`src/rtl/ctech_lib_clk_divider_prog_if.sv`:
```
// Ratio-load handshake and run-enable bundle for the programmable clock divider.
// The master requests generation and offers new divide ratios; the slave (divider)
// reports when a captured ratio is waiting and when it has been applied.
interface ctech_lib_clk_divider_prog_if #(
    parameter int WIDTH = 8
);
    logic             en;
    logic [WIDTH-1:0] div_ratio;
    logic             div_load;
    logic             div_ack;
    logic             load_pend;

    modport master (
        output en,
        output div_ratio,
        output div_load,
        input  div_ack,
        input  load_pend
    );

    modport slave (
        input  en,
        input  div_ratio,
        input  div_load,
        output div_ack,
        output load_pend
    );
endinterface

```
`src/rtl/ctech_lib_clk_divider_prog.sv`:
```
// Programmable integer clock divider with glitch-free ratio switching.
//
// state | meaning
// IDLE  | clkout parked low, counter held at 0, pending ratio applied at once
// RUN   | dividing; every cnt==0 cycle starts a high phase (clkout_rise)
// DRAIN | en dropped mid-period; finish the current period, then park
//
// A new ratio is captured into a holding register and only becomes active in IDLE
// or at the last cycle of a period, so no phase is ever truncated.
module ctech_lib_clk_divider_prog #(
    parameter int WIDTH       = 8,
    parameter int RESET_RATIO = 2
) (
    input  logic                               clk,
    input  logic                               rst,
    ctech_lib_clk_divider_prog_if.slave        div_if,
    output logic                               clkout,
    output logic                               clkout_rise,
    output logic                               running
);

    typedef enum logic [1:0] {
        IDLE  = 2'd0,
        RUN   = 2'd1,
        DRAIN = 2'd2
    } state_t;

    localparam logic [WIDTH-1:0] ONE       = {{(WIDTH-1){1'b0}}, 1'b1};
    localparam logic [WIDTH-1:0] MIN_RATIO = {{(WIDTH-2){1'b0}}, 2'b10};
    localparam logic [WIDTH-1:0] RST_RATIO = WIDTH'(RESET_RATIO);

    state_t           state_q, state_d;
    logic [WIDTH-1:0] cnt_q, cnt_d;
    logic [WIDTH-1:0] n_act_q, n_act_d;
    logic [WIDTH-1:0] n_pend_q, n_pend_d;
    logic             pend_q, pend_d;
    logic             ack_q, ack_d;
    logic             clkout_q, clkout_d;
    logic             rise_q, rise_d;

    logic             wrap;
    logic             apply_pend;
    logic             capture;
    logic [WIDTH-1:0] ratio_in;
    logic [WIDTH-1:0] ratio_clamped;

    // High-phase length (N+1)>>1, computed one bit wider so N = 2^WIDTH-1 does not overflow.
    function automatic logic [WIDTH-1:0] high_len(input logic [WIDTH-1:0] n);
        logic [WIDTH:0] s;
        s = {1'b0, n} + {{WIDTH{1'b0}}, 1'b1};
        return s[WIDTH:1];
    endfunction

    assign ratio_in      = div_if.div_ratio;
    assign ratio_clamped = (ratio_in < MIN_RATIO) ? MIN_RATIO : ratio_in;

    // Wrap is only meaningful while counting; in IDLE cnt is 0 and N >= 2, so it stays low.
    assign wrap       = (cnt_q == (n_act_q - ONE));
    assign apply_pend = pend_q && ((state_q == IDLE) || wrap);
    assign capture    = div_if.div_load && !pend_q;

    // Registered state, counter, ratios and all outputs; synchronous reset wins over everything.
    always_ff @(posedge clk) begin
        if (rst) begin
            state_q  <= IDLE;
            cnt_q    <= '0;
            n_act_q  <= RST_RATIO;
            n_pend_q <= RST_RATIO;
            pend_q   <= 1'b0;
            ack_q    <= 1'b0;
            clkout_q <= 1'b0;
            rise_q   <= 1'b0;
        end else begin
            state_q  <= state_d;
            cnt_q    <= cnt_d;
            n_act_q  <= n_act_d;
            n_pend_q <= n_pend_d;
            pend_q   <= pend_d;
            ack_q    <= ack_d;
            clkout_q <= clkout_d;
            rise_q   <= rise_d;
        end
    end

    // Next-state, ratio handoff and next-cycle output values.
    always_comb begin
        state_d  = state_q;
        cnt_d    = cnt_q;
        n_act_d  = n_act_q;
        n_pend_d = n_pend_q;
        pend_d   = pend_q;
        ack_d    = 1'b0;
        clkout_d = 1'b0;
        rise_d   = 1'b0;

        // Apply and capture are mutually exclusive: one needs pend_q set, the other clear.
        // A load arriving on a wrap cycle is therefore held until the next wrap.
        if (apply_pend) begin
            n_act_d = n_pend_q;
            ack_d   = 1'b1;
            pend_d  = 1'b0;
        end
        if (capture) begin
            n_pend_d = ratio_clamped;
            pend_d   = 1'b1;
        end

        case (state_q)
            IDLE: begin
                cnt_d = '0;
                if (div_if.en) begin
                    state_d = RUN;
                end
            end
            RUN: begin
                cnt_d = wrap ? '0 : (cnt_q + ONE);
                if (!div_if.en) begin
                    state_d = wrap ? IDLE : DRAIN;
                end
            end
            DRAIN: begin
                cnt_d = wrap ? '0 : (cnt_q + ONE);
                if (wrap) begin
                    state_d = IDLE;
                end
            end
            default: begin
                state_d = IDLE;
                cnt_d   = '0;
            end
        endcase

        // Outputs are registered, so derive them from the values the next cycle will hold,
        // using the ratio that will be active then.
        if (state_d != IDLE) begin
            clkout_d = (cnt_d < high_len(n_act_d));
        end
        rise_d = (state_d == RUN) && (cnt_d == '0);
    end

    assign clkout           = clkout_q;
    assign clkout_rise      = rise_q;
    assign running          = (state_q != IDLE);
    assign div_if.div_ack   = ack_q;
    assign div_if.load_pend = pend_q;

endmodule

```
`src/flat_wrapper.sv`:
```
// flat-port wrapper written by rule: the top's interface ports become plain ports
module ctech_lib_clk_divider_prog_flat 
#(
    parameter int WIDTH       = 8,
    parameter int RESET_RATIO = 2
)
  (clk, rst, clkout, clkout_rise, running, div_if_en, div_if_div_ratio, div_if_div_load, div_if_div_ack, div_if_load_pend);
  ctech_lib_clk_divider_prog_if #(.WIDTH(WIDTH)) div_if_i ();
  input  logic clk;
  input  logic rst;
  output logic clkout;
  output logic clkout_rise;
  output logic running;
  input wire logic [$bits(div_if_i.en)-1:0] div_if_en;
  input wire logic [$bits(div_if_i.div_ratio)-1:0] div_if_div_ratio;
  input wire logic [$bits(div_if_i.div_load)-1:0] div_if_div_load;
  output wire logic [$bits(div_if_i.div_ack)-1:0] div_if_div_ack;
  output wire logic [$bits(div_if_i.load_pend)-1:0] div_if_load_pend;
  assign div_if_i.en = div_if_en;
  assign div_if_i.div_ratio = div_if_div_ratio;
  assign div_if_i.div_load = div_if_div_load;
  assign div_if_div_ack = div_if_i.div_ack;
  assign div_if_load_pend = div_if_i.load_pend;
  ctech_lib_clk_divider_prog #(.WIDTH(WIDTH), .RESET_RATIO(RESET_RATIO)) u_core (.clk(clk), .rst(rst), .div_if(div_if_i), .clkout(clkout), .clkout_rise(clkout_rise), .running(running));
endmodule
```
`config.mk`:
```
export PLATFORM = sky130hd
export DESIGN_NAME = ctech_lib_clk_divider_prog_flat
export DESIGN_NICKNAME = d
export VERILOG_FILES = /design/src/rtl/ctech_lib_clk_divider_prog_if.sv /design/src/rtl/ctech_lib_clk_divider_prog.sv /design/src/flat_wrapper.sv
export SDC_FILE = /design/constraint.sdc
export NUM_CORES = 1
export LEC_CHECK = 0
export ABC_AREA = 1
export CORE_MARGIN = 5
export CORE_UTILIZATION = 35
export CTS_CLUSTER_DIAMETER = 80
export DETAILED_ROUTE_END_ITERATION = 16
export PLACE_DENSITY = 0.52
export SLEW_MARGIN = 0
export SYNTH_ARGS = -nofsm -noshare
export SYNTH_HDL_FRONTEND = slang
export SYNTH_SLANG_ARGS = --single-unit
```
`constraint.sdc`:
```
create_clock -name clk -period 6.4 [get_ports clk]
set_input_delay 1.6 -clock clk [delete_from_list [all_inputs] [get_ports clk]]
set_output_delay 1.6 -clock clk [all_outputs]
set_load 0.01 [all_outputs]
```
======== After elaboration in Yosys (flattened, before gate mapping) ========
Index checks and enable logic that the tools add are counted.
operators by class
  bitwise logic cells ..................... 1
  multiply operators ...................... 0
  equal/unequal tests ..................... 4
  $lt $le $gt $ge ......................... 2
  add/sub/neg operators ................... 3
  div/mod/pow operators ................... 0
  reductions and logical operators ........ 12
  multiplexer cells ....................... 12
  shift operators ......................... 0
operators by type and width
  cell                                                        count
  two-way mux 8 bit                                           4
  adder 8 x 1 -> 9 bit, second input constant                 1
  adder 8 x 1 -> 8 bit, second input constant                 1
  equality test 8 bit                                         1
  logical NOT 8 bit                                           1
  less-than comparator 8 x 2 -> 1 bit, second input constant  1
  less-than comparator 8 bit                                  1
  two-way mux 2 bit                                           4
  subtractor 8 x 1 -> 8 bit, second input constant            1
  case mux 2 bit (3 select lines)                             1
  nonzero test 2 bit                                          3
  equality test 2 x 1 -> 1 bit, second input constant         2
  OR reduction 2 bit                                          2
  logical AND 1 bit                                           3
  two-way mux 1 bit                                           3
  equality test 2 bit, second input constant                  1
  logical NOT 2 bit                                           1
  logical NOT 1 bit                                           1
  logical OR 1 bit                                            1
  NOT 1 bit                                                   1
storage, ports and cells
  output and inout port bits .............. 5
  input bits .............................. 12
  memory bits (writable) .................. 0
  latch bits .............................. 0
  flip-flop bits (word level) ............. 30
  memories kept ........................... 0
  bits in read-only memories .............. 0
  word-level logic and storage cells ...... 42

======== Longest topological paths before layout ========
  depth in word-level cells ............... 8
  depth in mapped cells ................... 27
  mapped depth without buffers ............ 26

======== Worst setup path after synthesis ========
No wires, ideal clock.
  path type ............................... register to register
  start point ............................. register u_core.n_act_q[0]
  end point ............................... register u_core.clkout_q (netlist: u_core.clkout)
  arrival time ............................ 2.906 ns
  cell stages (with the launch flop) ...... 24
  setup time .............................. 0.064 ns
  setup slack ............................. 3.430 ns
  cells stage by stage .................... dfxtp_1 > inv_1 > ha_1 > xor2_1 > nand2_1 > nor2_1 > nand2_1 > nor2_2 > nand2_4 > nand2_8 > nand2_8 > o21ai_2 > ha_1 > nand2_1 > nor2_4 > nand3_1 > nand2_1 > nand2_1 > ha_1 > a21oi_1 > nor2_1 > a211oi_1 > nand2_1 > nor2_1
between the ends
  elaborated cells on any way between the ends .. 16
  classes of those cells .................. add/sub: 2; order compare: 1; eq/ne: 1; mux: 7; bitwise: 1; reduce/logical: 4
RTL lines
  element                       RTL line                           source
  start: declaration            ctech_lib_clk_divider_prog.sv:34   logic [WIDTH-1:0] n_act_q, n_act_d;
  start signal: assignment      ctech_lib_clk_divider_prog.sv:76   n_act_q <= n_act_d;
  subtractor 8 x 1 -> 8 bit     ctech_lib_clk_divider_prog.sv:58   assign wrap = (cnt_q == (n_act_q - ONE));
  equality test 8 bit           ctech_lib_clk_divider_prog.sv:58
  logical OR 1 bit              ctech_lib_clk_divider_prog.sv:59   assign apply_pend = pend_q && ((state_q == IDLE) || wrap);
  logical AND 1 bit             ctech_lib_clk_divider_prog.sv:59
  two-way mux 8 bit *           ctech_lib_clk_divider_prog.sv:98   if (apply_pend) begin
  via u_core.n_act_d[0]         ctech_lib_clk_divider_prog.sv:34
  adder 8 x 1 -> 9 bit *        ctech_lib_clk_divider_prog.sv:50   s = {1'b0, n} + {{WIDTH{1'b0}}, 1'b1};
  less-than comparator 8 bit *  ctech_lib_clk_divider_prog.sv:136  clkout_d = (cnt_d < high_len(n_act_d));
  end signal: assignment        ctech_lib_clk_divider_prog.sv:80   clkout_q <= clkout_d;
  end: declaration              ctech_lib_clk_divider_prog.sv:38   logic clkout_q, clkout_d;
The timed path passes the listed nets; every way through them passes the cells marked *.
A chain may end at the register's enable or synchronous reset.

======== Final worst setup path ========
  start point ............................. register u_core.state_q[0]
  end point ............................... output running
between the ends
  word-level cells in the longest chain between the ends .. 1
ends and longest elaborated chain
  element                   RTL line                           source
  start: declaration        ctech_lib_clk_divider_prog.sv:32   state_t state_q, state_d;
  start signal: assignment  ctech_lib_clk_divider_prog.sv:74   state_q <= state_d;
  nonzero test 2 bit        ctech_lib_clk_divider_prog.sv:143  assign running = (state_q != IDLE);
  end: declaration          flat_wrapper.sv:13                 output logic running;
Every way passes these cells.

==> metrics list <==
- The floorplan has 27 rows.
* DRC marker count from the first detailed-route iteration: 58
- Half-perimeter wire length after placement: 3.74 mm
* F_max: 296 MHz
- Summed over all nets, wire length on met2 after detailed routing comes to 2.18 mm.
- Cell count after synthesis: 281
- In this run the power density over the cells is 226 mW/mm².
- In this design, the stage delay of the slowest critical-path cell is 0.59 ns.
- The H-tree was split into 2 levels.
- The die covers 0.00728 mm².
- Vias in the first global route: 1596
- Worst Path Arrival: 1.78 ns
- Die H: 85.3 µm
- Wires add up to 4.55 mm.
- Buffering stage count on the worst path with inverters included: 3
- Wire length on met3: 177 µm
- Source of the worst register-to-register timing path: u_core.n_act_q[0]
* RSZ-0062 raised after global routing: false
- Number of nets still failing antenna checks after routing: 0
- 0 antenna diodes ended up in the layout.
* Worst hold path stage count: 2
- Clock tree from TritonCTS: done
* Drc violations: 0
- In the global route stage, overall resource usage came out at 0.132.
* Wire length of the first global-routing pass: 7.43 mm
* Later-pin clock latency in the skew report: 0.29 ns
- Dominant delay contributor by cell family on the critical path: buffers and inverters
- Outcome: completed
- Net count of the finished layout: 326
- Register bit count reported by yosys: 30
* Final-layout fill cell count: 620
* Pin count of the biggest net entering global routing: 21
- In this design, the critical path's most frequently occurring cell is sky130_fd_sc_hd__inv_1.
- Worst Reg-to-Reg Cells: 23
- In the final layout, the share of cells above drive strength 1 is 0.110.
- Worst Path Max Fanout: 4
- The number of setup buffers added after CTS is 0.
* Num CTS Buffers: 5
- Critical path cell sequence: inv_1 > ha_1 > inv_1 > clkdlybuf4s50_1
* Cell with the most instances after synthesis: sky130_fd_sc_hd__nand2_1
- The worst hold path belongs to the class reg -> reg.
- Mapped Area: 0.00199 mm²
- PortBufs: 16
* Clock buffer depth: 2
- Counting every net in the synthesized netlist gives 307.
- Number of cells after detailed placement: 365
- The final hold violation count came to 0.
- Buffers inserted to repair hold after CTS numbered 0.
- Averaged over all synthesized cells, the footprint is 7.07 µm².
- Clock-pin slew reported for the worst setup and hold paths after clock tree synthesis: 0.07 ns
- STA classifies the critical path startpoint as a register.
* Number of instances resized during post-cts repair: 0
- The number of pins exceeding their max-slew limit in the final report came to 0.
- Synth-to-Final Area Change: 15.8%
- For this configuration, the core starts out at a cell density of 0.361.
- The root buffer cell chosen for the clock tree is sky130_fd_sc_hd__clkbuf_8.
- In the synthesized netlist the dominant register cell turns out to be sky130_fd_sc_hd__dfxtp_1.
- For the final database, setup skew stands at 0.00846 ns.
* Required time worst endpoint: 4.80 ns
* R2r setup slk: 3.13 ns
* Post-synthesis cell type with the largest combined area: sky130_fd_sc_hd__dfxtp_1
* Remaining max-slew budget at the tightest pin: 0.668
- For this run, the number of standard cells in the final layout without fillers is 373.
* WL per Instance: 12.2 µm
- In this run the number of cells on the critical path is 4.
- Area of the core: 0.00551 mm²
- Dividing the final minimum period by the clock period gives 0.528.
- After global routing the overflow that remains totals 0.
- Routed signal wires occupy layers up through met4.
- After detailed routing, the wire length on met1 is 2.11 mm.
- Reg-to-reg endpoint: u_core.clkout
* Count of flip-flops with a built-in enable after synthesis: 0
* Maximum ir drop on the vdd rail: 0.139 mV
* Yosys warns: 0
- Leakage power: 1.05 nW
- Number of detailed-routing iterations run before antenna repair: 4
- For the pin with the worst max-slew slack, the measured transition is 0.496 ns.
- Post-route setup TNS: 0 ns
- Across the run, the number of max-cap violations was 0.
* Sequential element share of the synthesized area: 0.302
- Routability congestion estimate: 0.844
- First element of the critical path: u_core.state_q[0]
- Antenna violations before repair: 0
- Portion of synthesized cell area occupied by the leading cell type: 0.302
- The critical path ends at running.
* Leading cell types by count after synthesis: 59 x sky130_fd_sc_hd__nand2_1, 38 x sky130_fd_sc_hd__nor2_1, 33 x sky130_fd_sc_hd__inv_1
- Summing over every cut layer, the via total after detailed routing is 1752.
- DIE WIDTH: 85.3 µm
- STA classifies the critical path endpoint as a primary output.
- Of all flip-flops after synthesis, the portion carrying an async set or reset was 0.
* Clock tree sinks: 30
- The slowest stage of the critical path is the sky130_fd_sc_hd__clkdlybuf4s50_1 cell.
- Netlist cell types: 31
- By area the synthesized netlist is led by sky130_fd_sc_hd__dfxtp_1 30%, sky130_fd_sc_hd__nand2_1 11%, sky130_fd_sc_hd__ha_1 8.8%, sky130_fd_sc_hd__nor2_1 7.2%, sky130_fd_sc_hd__inv_1 6.2%.
- Setup violations remaining at the end of the flow were counted as 0.
- The worst setup path is of the reg -> out kind.
- 17 I/O pins were placed.
- The clock period could shrink to 3.38 ns.
* Via density per instance: 4.70
## worst register-to-register path, delay by kind of cell, from the launching register on
kind | cells | cell delay, ns
flip-flops | 1 | 0.37
AO/OA/AOI/OAI | 3 | 0.55
adder cells (fa/ha/maj) | 3 | 0.84
AND/OR/NAND/NOR | 15 | 1.24
XOR/XNOR | 1 | 0.15
buffers and inverters | 1 | 0.09
## layer usage
layer	vias to the layer above	track usage
met1	778	0.159
met5	-	0
li1	940	-
met2	25	0.216
met3	9	0.0369
met4	0	0.0604
## cells by family after synthesis
group | after synthesis | share of synthesized area
simple gates | 151 | 0.368
flops | 30 | 0.302
xor+xnor | 16 | 0.0705
compound gates | 29 | 0.0838
fa+ha+maj | 14 | 0.0882
buf+inv | 41 | 0.0875
## layout by cell type (no fill, tap or decap), types with 3 or more instances in the layout
cell type	n
sky130_fd_sc_hd__nand2_1	59
sky130_fd_sc_hd__nor2_1	38
sky130_fd_sc_hd__inv_1	33
sky130_fd_sc_hd__dfxtp_1	30
sky130_fd_sc_hd__nand3_1	21
sky130_fd_sc_hd__clkdlybuf4s50_1	16
sky130_fd_sc_hd__ha_1	14
sky130_fd_sc_hd__xor2_1	11
sky130_fd_sc_hd__a21oi_1	10
sky130_fd_sc_hd__o21ai_0	10
sky130_fd_sc_hd__nor3_1	7
sky130_fd_sc_hd__clkbuf_8	6
sky130_fd_sc_hd__xnor2_1	5
sky130_fd_sc_hd__nand2_2	5
sky130_fd_sc_hd__nand2_4	4
sky130_fd_sc_hd__nand4_1	4
sky130_fd_sc_hd__nor2_2	3
sky130_fd_sc_hd__inv_2	3
sky130_fd_sc_hd__a211oi_1	3
## metrics by stage
step	worst slack [ns]	util	area, µm²	total power, mW	hold slack, ns
final	3.02	0.418	2300	0.520	0.486
after global routing	2.75	0.418	2300	0.556	0.511
after CTS	3.00	0.418	2300	0.528	0.496
after detailed placement	3.11	0.401	2210	0.363	0.487
after global placement	3.20	0.401	2210	0.363	0.484
after floorplan	3.43	-	1990	0.325	0.452
## worst min-delay path by stage
stage / startpoint / end / slack [ns]
2_1_floorplan: u_core.n_pend_q[6] / u_core.n_pend_q[6] / 0.45
3_3_place_gp: u_core.n_pend_q[6] / u_core.n_pend_q[6] / 0.48
3_5_place_dp: u_core.n_pend_q[6] / u_core.n_pend_q[6] / 0.49
4_1_cts: u_core.n_pend_q[6] / u_core.n_pend_q[6] / 0.50
5_1_grt: u_core.n_pend_q[6] / u_core.n_pend_q[6] / 0.51
6_report: u_core.n_pend_q[6] / u_core.n_pend_q[6] / 0.49
## flip-flops by register name, indices dropped and copies added, names as in the netlist
signal and count:
u_core.cnt_q 8, u_core.n_act_q 8, u_core.div_if.load_pend 1, u_core.clkout_rise 1
u_core.clkout 1, u_core.div_if.div_ack 1, u_core.state_q 2, u_core.n_pend_q 8
## cell type report
cell class / count / area [µm²] / share of cell area
multi-input combinational: 210 / 1210 / 0.527
clock buffer: 6 / 82.6 / 0.0359
tap: 72 / 90.1 / 0.0392
inverter: 36 / 135 / 0.0587
timing repair buffer: 17 / 168 / 0.0729
sequential: 30 / 601 / 0.261
clock inverter: 2 / 12.5 / 0.00544
## power breakdown
part | internal, mW | total (mW) | leakage [nW] | switching, mW
logic | 0.0564 | 0.142 | 0.757 | 0.0860
registers | 0.201 | 0.214 | 0.246 | 0.0130
clock network | 0.0864 | 0.164 | 0.0472 | 0.0775
total | 0.343 | 0.520 | 1.05 | 0.176
Power figures use the tool's default switching activity.
